## config.mk

```make
export PLATFORM = sky130hd
export DESIGN_NAME = uart_rx_param
export DESIGN_NICKNAME = d
export VERILOG_FILES = /design/src/rtl/uart_pkg.sv /design/src/rtl/uart_rx_buf.sv /design/src/rtl/uart_rx_param.sv
export SDC_FILE = /design/constraint.sdc
export NUM_CORES = 1
export LEC_CHECK = 0
export BUFFER_PORTS_ARGS = -buffer_cell sky130_fd_sc_hd__buf_4
export CAP_MARGIN = 30
export CORE_MARGIN = 5
export CORE_UTILIZATION = 55
export DETAILED_ROUTE_END_ITERATION = 16
export PLACE_DENSITY = 0.72
export SLEW_MARGIN = 0
export SYNTH_ARGS = -nofsm -noshare
export SYNTH_HDL_FRONTEND = slang
export SYNTH_SLANG_ARGS = --single-unit
```

## constraint.sdc

```tcl
create_clock -name i_Clock -period 5.85 [get_ports i_Clock]
set_clock_uncertainty 0.05 [all_clocks]
set_input_delay 0.8775 -clock i_Clock [delete_from_list [all_inputs] [get_ports i_Clock]]
set_output_delay 0.8775 -clock i_Clock [all_outputs]
set_load 0.03 [all_outputs]
```

## src/rtl/uart_pkg.sv

```systemverilog
// uart_pkg -- shared definitions for the parameterised UART receiver.
//
// Contents:
//   uart_state_t      receiver state encoding (also exported on o_State)
//   PARITY_MODE_EVEN  PARITY_ODD parameter value selecting even parity
//   PARITY_MODE_ODD   PARITY_ODD parameter value selecting odd parity
//
// Build option: UART_RX_PARITY_EN adds the PARITY state to the encoding.
package uart_pkg;

    typedef enum logic [2:0] {
        S_IDLE    = 3'd0,
        S_START   = 3'd1,
        S_DATA    = 3'd2,
`ifdef UART_RX_PARITY_EN
        S_PARITY  = 3'd3,
`endif
        S_STOP    = 3'd4,
        S_CLEANUP = 3'd5
    } uart_state_t;

    localparam int PARITY_MODE_EVEN = 0;
    localparam int PARITY_MODE_ODD  = 1;

endpackage

```

## src/rtl/uart_rx_buf.sv

```systemverilog
// uart_rx_buf -- first-word fall-through receive FIFO.
//
// Ports:
//   i_Clock    rising-edge clock
//   i_Reset    synchronous active-high reset (empties the buffer)
//   i_Wr_En    push i_Wr_Data (accepted when not full, or full with a pop)
//   i_Wr_Data  word to push
//   i_Rd_En    pop the head (ignored while empty)
//   o_Rd_Data  current head, valid whenever o_Empty is 0
//   o_Empty    no entries
//   o_Full     DEPTH entries
//   o_Count    occupancy, 0..DEPTH
//
// DEPTH must be a power of two so the pointers wrap by plain overflow.
module uart_rx_buf #(
    parameter int WIDTH = 8,
    parameter int DEPTH = 16
) (
    input  logic                         i_Clock,
    input  logic                         i_Reset,
    input  logic                         i_Wr_En,
    input  logic [WIDTH-1:0]             i_Wr_Data,
    input  logic                         i_Rd_En,
    output logic [WIDTH-1:0]             o_Rd_Data,
    output logic                         o_Empty,
    output logic                         o_Full,
    output logic [$clog2(DEPTH+1)-1:0]   o_Count
);

    localparam int PTR_W = $clog2(DEPTH);
    localparam int CNT_W = $clog2(DEPTH+1);

    logic [WIDTH-1:0] mem [DEPTH];
    logic [PTR_W-1:0] wr_ptr;
    logic [PTR_W-1:0] rd_ptr;
    logic [CNT_W-1:0] count;
    logic             do_rd;
    logic             do_wr;

    assign o_Empty   = (count == '0);
    assign o_Full    = (count == CNT_W'(DEPTH));
    assign o_Count   = count;
    assign o_Rd_Data = mem[rd_ptr];

    // A pop frees a slot in the same cycle, so a full buffer can still
    // accept a push while it is being read.
    assign do_rd = i_Rd_En && !o_Empty;
    assign do_wr = i_Wr_En && (!o_Full || do_rd);

    always_ff @(posedge i_Clock) begin
        if (do_wr && !i_Reset) begin
            mem[wr_ptr] <= i_Wr_Data;
        end
    end

    always_ff @(posedge i_Clock) begin
        if (i_Reset) begin
            wr_ptr <= '0;
            rd_ptr <= '0;
            count  <= '0;
        end else begin
            if (do_wr) begin
                wr_ptr <= wr_ptr + PTR_W'(1);
            end
            if (do_rd) begin
                rd_ptr <= rd_ptr + PTR_W'(1);
            end
            case ({do_wr, do_rd})
                2'b10:   count <= count + CNT_W'(1);
                2'b01:   count <= count - CNT_W'(1);
                default: count <= count;
            endcase
        end
    end

endmodule

```

## src/rtl/uart_rx_param.sv

```systemverilog
// uart_rx_param -- parameterised UART receiver with receive FIFO and
// sticky error flags.
//
// Ports:
//   i_Clock       rising-edge clock
//   i_Reset       synchronous active-high reset, highest priority
//   i_Rx_Serial   asynchronous serial input, idle high
//   i_Read_Flag   pop the FIFO head (ignored while empty)
//   i_Clear_Err   clear the sticky error flags
//   o_Rx_Byte     FIFO head (first-word fall-through)
//   o_Rx_DV       high in the cycle a received frame is pushed
//   o_Empty       FIFO empty
//   o_Full        FIFO full
//   o_Count       FIFO occupancy
//   o_Frame_Err   sticky: stop bit sampled low
//   o_Parity_Err  sticky: parity bit mismatch (0 unless parity built in)
//   o_Overrun     sticky: frame dropped because the FIFO was full
//   o_State       current receiver state, for observation
//
// Build option: define UART_RX_PARITY_EN to receive one parity bit after
// the data bits; PARITY_ODD selects even (0) or odd (1) parity.
//
// Handshake: o_Rx_DV is a single-cycle strobe with no back-pressure; the
// consumer drains the FIFO with i_Read_Flag, one entry per high cycle
// while o_Empty is 0.
module uart_rx_param
    import uart_pkg::*;
#(
    parameter int CLKS_PER_BIT = 87,
    parameter int DATA_BITS    = 8,
    parameter int FIFO_DEPTH   = 16,
    parameter int PARITY_ODD   = 0
) (
    input  logic                              i_Clock,
    input  logic                              i_Reset,
    input  logic                              i_Rx_Serial,
    input  logic                              i_Read_Flag,
    input  logic                              i_Clear_Err,
    output logic [DATA_BITS-1:0]              o_Rx_Byte,
    output logic                              o_Rx_DV,
    output logic                              o_Empty,
    output logic                              o_Full,
    output logic [$clog2(FIFO_DEPTH+1)-1:0]   o_Count,
    output logic                              o_Frame_Err,
    output logic                              o_Parity_Err,
    output logic                              o_Overrun,
    output uart_state_t                       o_State
);

    localparam int CNT_W = $clog2(CLKS_PER_BIT);
    localparam int IDX_W = $clog2(DATA_BITS);
    localparam logic [CNT_W-1:0] CNT_HALF = CNT_W'((CLKS_PER_BIT-1)/2);
    localparam logic [CNT_W-1:0] CNT_LAST = CNT_W'(CLKS_PER_BIT-1);
    localparam logic [IDX_W-1:0] IDX_LAST = IDX_W'(DATA_BITS-1);

    // Two-flop synchroniser; both flops idle high so reset never looks
    // like a start bit.
    logic rx_meta;
    logic rx_sync;

    always_ff @(posedge i_Clock) begin
        if (i_Reset) begin
            rx_meta <= 1'b1;
            rx_sync <= 1'b1;
        end else begin
            rx_meta <= i_Rx_Serial;
            rx_sync <= rx_meta;
        end
    end

    uart_state_t          state_q, state_d;
    logic [CNT_W-1:0]     cnt_q, cnt_d;
    logic [IDX_W-1:0]     idx_q, idx_d;
    logic [DATA_BITS-1:0] data_q, data_d;
    logic                 set_frame_err;
    logic                 cleanup;
    logic                 buf_full;
    logic                 push;
    logic                 set_overrun;

`ifdef UART_RX_PARITY_EN
    localparam logic PAR_ODD = (PARITY_ODD == PARITY_MODE_ODD);
    logic set_parity_err;
`endif

    always_ff @(posedge i_Clock) begin
        if (i_Reset) begin
            state_q <= S_IDLE;
            cnt_q   <= '0;
            idx_q   <= '0;
            data_q  <= '0;
        end else begin
            state_q <= state_d;
            cnt_q   <= cnt_d;
            idx_q   <= idx_d;
            data_q  <= data_d;
        end
    end

    always_comb begin
        state_d       = state_q;
        cnt_d         = cnt_q;
        idx_d         = idx_q;
        data_d        = data_q;
        set_frame_err = 1'b0;
        cleanup       = 1'b0;
`ifdef UART_RX_PARITY_EN
        set_parity_err = 1'b0;
`endif
        case (state_q)
            S_IDLE: begin
                cnt_d = '0;
                idx_d = '0;
                if (!rx_sync) begin
                    state_d = S_START;
                end
            end

            // Re-check the start bit at its midpoint; a high line here
            // was a glitch and is dropped silently.
            S_START: begin
                if (cnt_q == CNT_HALF) begin
                    cnt_d   = '0;
                    state_d = rx_sync ? S_IDLE : S_DATA;
                end else begin
                    cnt_d = cnt_q + CNT_W'(1);
                end
            end

            // From the start midpoint, one full bit period lands in the
            // middle of each following bit.
            S_DATA: begin
                if (cnt_q == CNT_LAST) begin
                    cnt_d         = '0;
                    data_d[idx_q] = rx_sync;
                    if (idx_q == IDX_LAST) begin
                        idx_d = '0;
`ifdef UART_RX_PARITY_EN
                        state_d = S_PARITY;
`else
                        state_d = S_STOP;
`endif
                    end else begin
                        idx_d = idx_q + IDX_W'(1);
                    end
                end else begin
                    cnt_d = cnt_q + CNT_W'(1);
                end
            end

`ifdef UART_RX_PARITY_EN
            // XOR of the data gives the even-parity bit; invert for odd.
            S_PARITY: begin
                if (cnt_q == CNT_LAST) begin
                    cnt_d = '0;
                    if (rx_sync != ((^data_q) ^ PAR_ODD)) begin
                        set_parity_err = 1'b1;
                        state_d        = S_IDLE;
                    end else begin
                        state_d = S_STOP;
                    end
                end else begin
                    cnt_d = cnt_q + CNT_W'(1);
                end
            end
`endif

            S_STOP: begin
                if (cnt_q == CNT_LAST) begin
                    cnt_d = '0;
                    if (rx_sync) begin
                        state_d = S_CLEANUP;
                    end else begin
                        set_frame_err = 1'b1;
                        state_d       = S_IDLE;
                    end
                end else begin
                    cnt_d = cnt_q + CNT_W'(1);
                end
            end

            S_CLEANUP: begin
                cleanup = 1'b1;
                state_d = S_IDLE;
            end

            default: begin
                state_d = S_IDLE;
            end
        endcase
    end

    // A full FIFO still takes the frame when the consumer pops in the
    // same cycle; otherwise the frame is lost and flagged.
    assign push        = cleanup && (!buf_full || i_Read_Flag) && !i_Reset;
    assign set_overrun = cleanup && buf_full && !i_Read_Flag;
    assign o_Rx_DV     = push;
    assign o_Full      = buf_full;
    assign o_State     = state_q;

    uart_rx_buf #(
        .WIDTH (DATA_BITS),
        .DEPTH (FIFO_DEPTH)
    ) u_buf (
        .i_Clock   (i_Clock),
        .i_Reset   (i_Reset),
        .i_Wr_En   (push),
        .i_Wr_Data (data_q),
        .i_Rd_En   (i_Read_Flag),
        .o_Rd_Data (o_Rx_Byte),
        .o_Empty   (o_Empty),
        .o_Full    (buf_full),
        .o_Count   (o_Count)
    );

    // Sticky flags: a new error event outranks a clear in the same cycle.
    always_ff @(posedge i_Clock) begin
        if (i_Reset) begin
            o_Frame_Err <= 1'b0;
            o_Overrun   <= 1'b0;
        end else begin
            o_Frame_Err <= set_frame_err | (o_Frame_Err & ~i_Clear_Err);
            o_Overrun   <= set_overrun   | (o_Overrun   & ~i_Clear_Err);
        end
    end

`ifdef UART_RX_PARITY_EN
    always_ff @(posedge i_Clock) begin
        if (i_Reset) begin
            o_Parity_Err <= 1'b0;
        end else begin
            o_Parity_Err <= set_parity_err | (o_Parity_Err & ~i_Clear_Err);
        end
    end
`else
    assign o_Parity_Err = 1'b0;
`endif

endmodule

```

# Word level (Yosys, flattened, before mapping)
# Memory sizes are Yosys's and may differ from the RTL's. A register that Yosys moved wholly into a read port is not among the register bits.
# Cells that the tools add are included.
[totals] register_bits=38 ramBits=128 output_inout_bits=22 wordCells=89 n_memories=1
[mem_list] name="u_buf.mem" depth=16 width=8 rd=1 rd_ports_with_merged_regs=1 write_ports=1 line_no="uart_rx_buf.sv:33" rtl="logic [WIDTH-1:0] mem [DEPTH];"
[classes] addsub=6 magnitude_cmp=2 n_eq_ne=15 muxes=26 n_bitwise=5 n_reduce_logical=23
[op_table] operator="$mux W3" n=8
[op_table] operator="$pmux W7 S3" n=1
[op_table] operator="$mux W7" n=2
[op_table] operator="$pmux W3 S4" n=1
[op_table] operator="$ne A2 B2 Y1 const B" n=5
[op_table] operator="$pmux W5 S2" n=1
[op_table] operator="$eq A3 B3 Y1 const B" n=3
[op_table] operator="$add A4 B1 Y4 const B" n=2
[op_table] operator="$bwmux W8" n=1
[op_table] operator="$logic_and A1 B1 Y1" n=8
[op_table] operator="$mux W4" n=2
[op_table] operator="$add A7 B1 Y7 const B" n=1
[op_table] operator="$eq A7 B6 Y1 const B" n=1
[op_table] operator="$eq A7 B7 Y1 const B" n=1
[op_table] operator="$mux W1" n=7
[op_table] operator="$pmux W3 S2" n=1
[op_table] operator="$add A5 B1 Y5 const B" n=1
[op_table] operator="$eq A5 B5 Y1 const B" n=1
[op_table] operator="$logic_not A5 Y1" n=1
[op_table] operator="$reduce_and A5 Y1" n=1
[op_table] operator="$sub A5 B1 Y5 const B" n=1
[op_table] operator="$logic_not A1 Y1" n=4
[op_table] operator="$lt A3 B4 Y1 const B" n=1
[op_table] operator="$reduce_and A2 Y1" n=2
[op_table] operator="16 further kinds" n=20

# Logic depth before layout (Yosys ltp)
# Gate-level depths: netlist of run 1.
[logic_depth] word_depth=9 ltp_mapped=10 depth_no_buf=9

# Modules after synthesis
# A second synthesis of run 1 with hierarchy kept.
[unflattened] hier_cells=503 hier_area_um2=7284.5
[by_module_without_submodules] module="uart_rx_buf" n_inst=1 cells_each=330 area_each_um2=5883.1
[by_module_without_submodules] module="uart_rx_param" n_inst=1 cells_each=173 area_each_um2=1401.3

# Worst setup path before layout of run 1
# Ideal clock, no wire load.
[synth_timing] path_type="register to register" from="register u_buf.count[0] (netlist: u_buf.o_Count[0])" to="register u_buf.count[4] (netlist: u_buf.o_Count[4])" setup_ns=0.121 t_arrival_ns=2.978 t_required_ns=5.679 path_slack_ns=2.701 path_stages_with_launch=11 path_buffers=1 period_less_slack_ns=3.149 path_cell_list="dfxtp_1 > or4_1 > clkbuf_1 > o21ai_1 > inv_1 > ha_1 > fa_1 > a21o_1 > a21oi_1 > mux2i_1 > mux2_2"
[synth_via] elab_chain_cells=8
[synth_lines] element="from (decl)" line_no="uart_rx_buf.sv:36" rtl="logic [CNT_W-1:0] count;"
[synth_lines] element="from (signal assigned)" line_no="uart_rx_buf.sv:69" rtl="2'b10: count <= count + CNT_W'(1);"
[synth_lines] element="from (signal assigned)" line_no="uart_rx_buf.sv:70" rtl="2'b01: count <= count - CNT_W'(1);"
[synth_lines] element="from (signal assigned)" line_no="uart_rx_buf.sv:71" rtl="default: count <= count;"
[synth_lines] element="$eq A5 B5 Y1" line_no="uart_rx_buf.sv:41" rtl="assign o_Full = (count == CNT_W'(DEPTH));"
[synth_lines] element="$logic_not A1 Y1" line_no="uart_rx_buf.sv:48, uart_rx_param.sv:195"
[synth_lines] element="$logic_or A1 B1 Y1" line_no="uart_rx_param.sv:195" rtl="assign push = cleanup && (!buf_full || i_Read_Flag) && !i_Reset;"
[synth_lines] element="$logic_and A1 B1 Y1 (2 in series)" line_no="uart_rx_param.sv:195"
[synth_lines] element="$logic_and A1 B1 Y1" line_no="uart_rx_buf.sv:48" rtl="assign do_wr = i_Wr_En && (!o_Full || do_rd);"
[synth_lines] element="$eq A2 B1 Y1 / $eq A2 B2 Y1 (equally long branches)" line_no="uart_rx_buf.sv:68" rtl="case ({do_wr, do_rd})"
[synth_lines] element="$pmux W5 S2 / $reduce_bool A2 Y1 (equally long branches)"
# Parallel ways exist; a longest one is shown, timed or not.
# A chain may end at the register's enable or synchronous reset.

==> impl_metrics.ini, run 1 <==
[finish]
antenna_cells = 0
multi_input_area_sq_mm = 0.00231
final_common_cell = edfxtp_1
register_area_sq_mm = 0.00469
final_cells = 655
layout-drive-gt1-share_pct = 24.4
mostFrequentLayoutCells = edfxtp_1 (128), dfxtp_1 (41), mux4_2 (40)
final_area_sq_mm = 0.00808
fin_nets = 489
fill_cells = 900
syn_to_final_growth_pct = 13.1

[yosys]
ys_ff_latch = 170
synthArstFlopShare_pct = 0
synth_compound_area_share_pct = 5.52
synth.mux.area_fraction_pct = 14.5
synth-edff-count = 128
synth_xor_area_share_pct = 0.858
synthAdderAreaFrac_pct = 2.56
synthCells = 445
netlist_area_sq_mm = 0.00714
synth_top_family_by_area = multiplexers
synth-main-ff-cell = edfxtp_1
yosysWarnings = 0
yosys.area_share.simple_pct = 8.23
synth-seq-area-share_pct = 65.6
syn-mean-instance-area_sq_um = 16.1
synth.net_count = 464
ys_types = 63

[die]
initial_core_util_pct = 56.4
row_count = 41
fp.dieW_um = 124
dieHeight_um = 124
core-area_sq_mm = 0.0127
ios = 27
die_area_sq_mm = 0.0154

[power_and_ir_drop]
intPower_mw = 1.96
clkPwrFrac_pct = 46.2
p_comb_share_pct = 0.8
worst_ir_drop_vdd_mv = 0.164
power.leakage_nw = 2.86
total_power_mw = 2.42
seqPwrFrac_pct = 53.0
switching_share_pct = 19.1
power_density_mw_per_mm2 = 299
power_switching_mw = 0.463

[clock_tree]
clock-root-buffer = clkbuf_16
cts_sinks = 170
hold_buffers = 0
cts_tree = done
cts_resized = 0
clock_latency_ps = 420
htreeDepth = 4
post_cts_buffers = 0
cts_max_path_buffers = 2
clk_pin_slew_ps = 60
numCtsBuffers = 17

[routing]
topRoutingLayerUsed = met4
drc = 0
drt_iter0_markers = 409
met2_length_um = 6890
post_drt_wl_per_cell_um = 21.7
met1_length_um = 6130
drt_pre_antenna_iters = 5
antenna_left = 0
wl_met3_um = 949
vias = 3992
drt-total-wl_um = 14200
vias_per_cell = 6.09

[setup_path]
crit_fanout = 23
end_kind = output pin
arrival_ps = 2740
critPathLaunchType = flop
required_ps = 4920
path_class = flop to output pin
r2r_slack_ps = 2420

[placement]
placed_area_sq_mm = 0.00750
gp_congestion = 0.865
dp_hpwl_um = 8910
port_buffers = 25
dp_cells = 623
post-place-ws_ps = 1920

[global_route]
globalRouteOverflowTotal = 0
grt_pass1_wl_um = 22400
first_global_vias = 3968
grt_max_degree = 33
antenna_found_initial = 0
grt_util_all_layers_pct = 20.1

[sta]
fin_crit_sh_pct = 62.8
worstMarginPinSlew_ps = 1050
worst_slack_ps = 2180
slew_viol_final = 0
fin_crit_ps = 3670
fmax_ghz = 0.272
relSlewSlack_pct = 29.3
hold_viol = 0
rsz0062_at_grt = false
finalSetupViolations = 0
setup_tns_ps = 0

[run]
cap_violations = 0

[status]
outcome = finished, final reports clean

[min_path]
hold_path.class = flop to flop
[synthesized netlist by cell type (3+ instances only)]
master	n	share of area, %
a21oi_1	10	0.70
edfxtp_1	128	54
clkbuf_1	12	0.63
xnor2_1	3	0.37
nor4_1	5	0.44
inv_1	16	0.84
o211ai_1	3	0.32
nand2_1	16	0.84
or2_2	3	0.26
dfxtp_1	42	12
nor3_1	5	0.35
nand4_1	5	0.44
xor2_1	4	0.49
mux2i_1	11	1.5
and2_1	9	0.79
a32o_1	4	0.56
buf_2	4	0.28
o311ai_0	4	0.49
nor4b_1	3	0.37
buf_4	3	0.32
o21ai_0	7	0.49
nand3_1	9	0.63
mux4_2	40	13
nor2_1	30	1.6
nor2b_1	6	0.53
ha_1	13	2.3
[stage by stage]
step / util [%] / hold WS, ps
2_1_floorplan: - / 339
6_report: 63.8 / 360
3_5_place_dp: 59.2 / 347
5_1_grt: 63.8 / 408
3_3_place_gp: 59.1 / 347
4_1_cts: 63.8 / 361
[area by class of cell]
type | instances | share of cell area [%]
Sequential cell | 170 | 58.0
Multi-Input combinational cell | 234 | 28.5
Clock buffer | 20 | 5.40
Timing Repair Buffer | 30 | 2.79
Tap cell | 172 | 2.66
Clock inverter | 12 | 1.84
Inverter | 17 | 0.790
[logic make-up after synthesis]
family,count (synthesis)
flip-flops,170
AO/OA/AOI/OAI,51
buffers and inverters,41
multiplexers,53
AND/OR/NAND/NOR,108
other,1
adder cells (fa/ha/maj),14
XOR/XNOR,7
[critical path: stages (launching register included)]
cell and delay (ps):
dfxtp_2 550, buf_4 480, mux4_2 610, mux4_2 480
buf_4 180
[power groups by stage]
stage                     logic [mW]  registers (mW)  clock network, mW
after floorplan               0.0147            1.31                  0
after global placement        0.0189            1.31                  0
after detailed placement      0.0194            1.31                  0
after CTS                     0.0195            1.28               1.13
after global routing          0.0219            1.28               1.19
final                         0.0196            1.28               1.12
[flip-flops by register name, indices dropped and copies added, names as in the netlist, 3 cells and up, named ones only]
register / cells
cnt_q: 7
data_q: 8
idx_q: 3
o_State: 3
u_buf.mem: 128
u_buf.o_Count: 5
u_buf.rd_ptr: 4
u_buf.wr_ptr: 4
[path summary, 6_finish.rpt]
path,startpoint,end,depth (start not counted)
hold reg to reg,rx_meta,rx_sync,1
setup / recovery,flop,o_Rx_Byte[5],4
hold / removal,rx_meta,rx_sync,1
setup reg to reg,u_buf.o_Count[0],u_buf.o_Count[4],8
[routing by layer]
metal	vias to the layer above	track usage (%)
li1	1799	-
met2	151	31.1
met4	0	7.46
met5	-	0
met1	2020	28.5
met3	22	4.31
Power figures use the tool's default switching activity.
==> run 2: changes to the inputs <==
Clock period 5.85 ns to 3.7 ns, I/O delays scaled along.
==> impl_metrics.ini, run 2 (same netlist as run 1, synthesis figures left out) <==
[status]
outcome = finished, final reports clean

[finish]
fin_nets = 491
antenna_cells = 0
final_cells = 657
final_common_cell = edfxtp_1
fill_cells = 916
top_regs = u_buf.mem (128), data_q (8), cnt_q (7)
top_register = u_buf.mem
layout-drive-gt1-share_pct = 25.6
largest_register_ffs = 128
syn_to_final_growth_pct = 13.5
mostFrequentLayoutCells = edfxtp_1 (128), dfxtp_1 (41), mux4_2 (40)

[setup_path]
critPathLaunchType = flop
crit_fanout = 8
arrival_ps = 3570
required_ps = 3970
end_kind = flop
path_class = flop to flop

[power_and_ir_drop]
switching_share_pct = 19.4
intPower_mw = 3.10
power.leakage_nw = 2.84
seqPwrFrac_pct = 52.7
p_comb_share_pct = 0.8
clkPwrFrac_pct = 46.5
worst_ir_drop_vdd_mv = 0.349
power_density_mw_per_mm2 = 475
power_switching_mw = 0.748

[placement]
port_buffers = 25
dp_hpwl_um = 8920
gp_congestion = 0.845
dp_cells = 625

[routing]
vias = 3876
drt-total-wl_um = 13900
drt_pre_antenna_iters = 4
vias_per_cell = 5.90
antenna_left = 0
drt_iter0_markers = 342
post_drt_wl_per_cell_um = 21.1
drc = 0

[sta]
setup_tns_ps = 0
relSlewSlack_pct = 38.4
finalSetupViolations = 0
rsz0062_at_grt = false
hold_viol = 0
worstMarginPinSlew_ps = 921
fmax_ghz = 0.302
holdWs_ps = 265
fin_crit_sh_pct = 89.4
fin_crit_ps = 3310
slew_viol_final = 0

[clock_tree]
numCtsBuffers = 17
hold_buffers = 0
cts_resized = 0
cts_tree = done
cts_max_path_buffers = 2
clock_latency_ps = 420
htreeDepth = 4
post_cts_buffers = 0
clk_pin_slew_ps = 60
cts_sinks = 170
clock-root-buffer = clkbuf_16

[global_route]
antenna_found_initial = 0
grt_max_degree = 33
first_global_vias = 4074
grt_util_all_layers_pct = 19.8
globalRouteOverflowTotal = 0
grt_pass1_wl_um = 22000

[run]
cap_violations = 0

[die]
fp.dieW_um = 124
initial_core_util_pct = 56.4
ios = 27
dieHeight_um = 124
core-area_sq_mm = 0.0127
die_area_sq_mm = 0.0154
row_count = 41

[min_path]
hold_path.class = primary input to flop
[run 2: cell types whose count changed in the layout (fill, tap and decap cells not counted), sizes merged]
cell | before | now
clkinv | 7 | 6
inv | 17 | 18
clkinvlp | 2 | 4
buf | 30 | 32
clkbuf | 20 | 18
[run 2: metal layers]
layer  GRT usage (%)  wire length, um  up-vias
met2            32.6             7080       97
met5               0                0        -
met3            3.63              619       15
met1            26.4             5940     1957
met4            7.94              221        0
li1                -                -     1807
[run 2: power groups by stage]
stage	logic [mW]	clock network, mW	registers (mW)
floorplan	0.0233	0	2.07
global placement	0.0311	0	2.07
detailed placement	0.0320	0	2.07
CTS	0.0322	1.81	2.03
global route	0.0353	1.91	2.03
finish	0.0318	1.79	2.03
[run 2: final timing paths]
kind	start	to	cells after the start	slack [ps]
setup / recovery	u_buf.o_Count[0]	u_buf.o_Count[4]	8	390
hold / removal	i_Rx_Serial	rx_meta	2	260
setup reg to reg	u_buf.o_Count[0]	u_buf.o_Count[4]	8	390
hold reg to reg	rx_meta	rx_sync	1	370
[run 2: layout make-up]
| cell class | instances | area [sq um] | area share, % |
|---|---|---|---|
| multi-input combinational | 234 | 2290 | 28.2 |
| clock buffer | 18 | 429 | 5.29 |
| sequential | 170 | 4690 | 57.8 |
| inverter | 17 | 63.8 | 0.787 |
| tap | 172 | 215 | 2.65 |
| clock inverter | 14 | 173 | 2.13 |
| timing repair buffer | 32 | 253 | 3.12 |
[run 2: critical path, cell delays in order (launching register included)]
cell and delay (ps):
dfxtp_1 380, or4_1 670, o311ai_4 490, ha_1 380, ha_1 320, a21o_1 190, a21oi_1 170, mux2i_1 210
mux2_2 340
[run 2: metrics by stage]
step	setup slack, ps	instance area, sq um	total power, mW	util, %
final	391	8110	3.85	64.0
after global routing	234	8110	3.97	64.0
after CTS	376	8110	3.87	64.0
after detailed placement	394	7510	2.10	59.2
after global placement	486	7510	2.10	59.2
after floorplan	551	7140	2.09	-
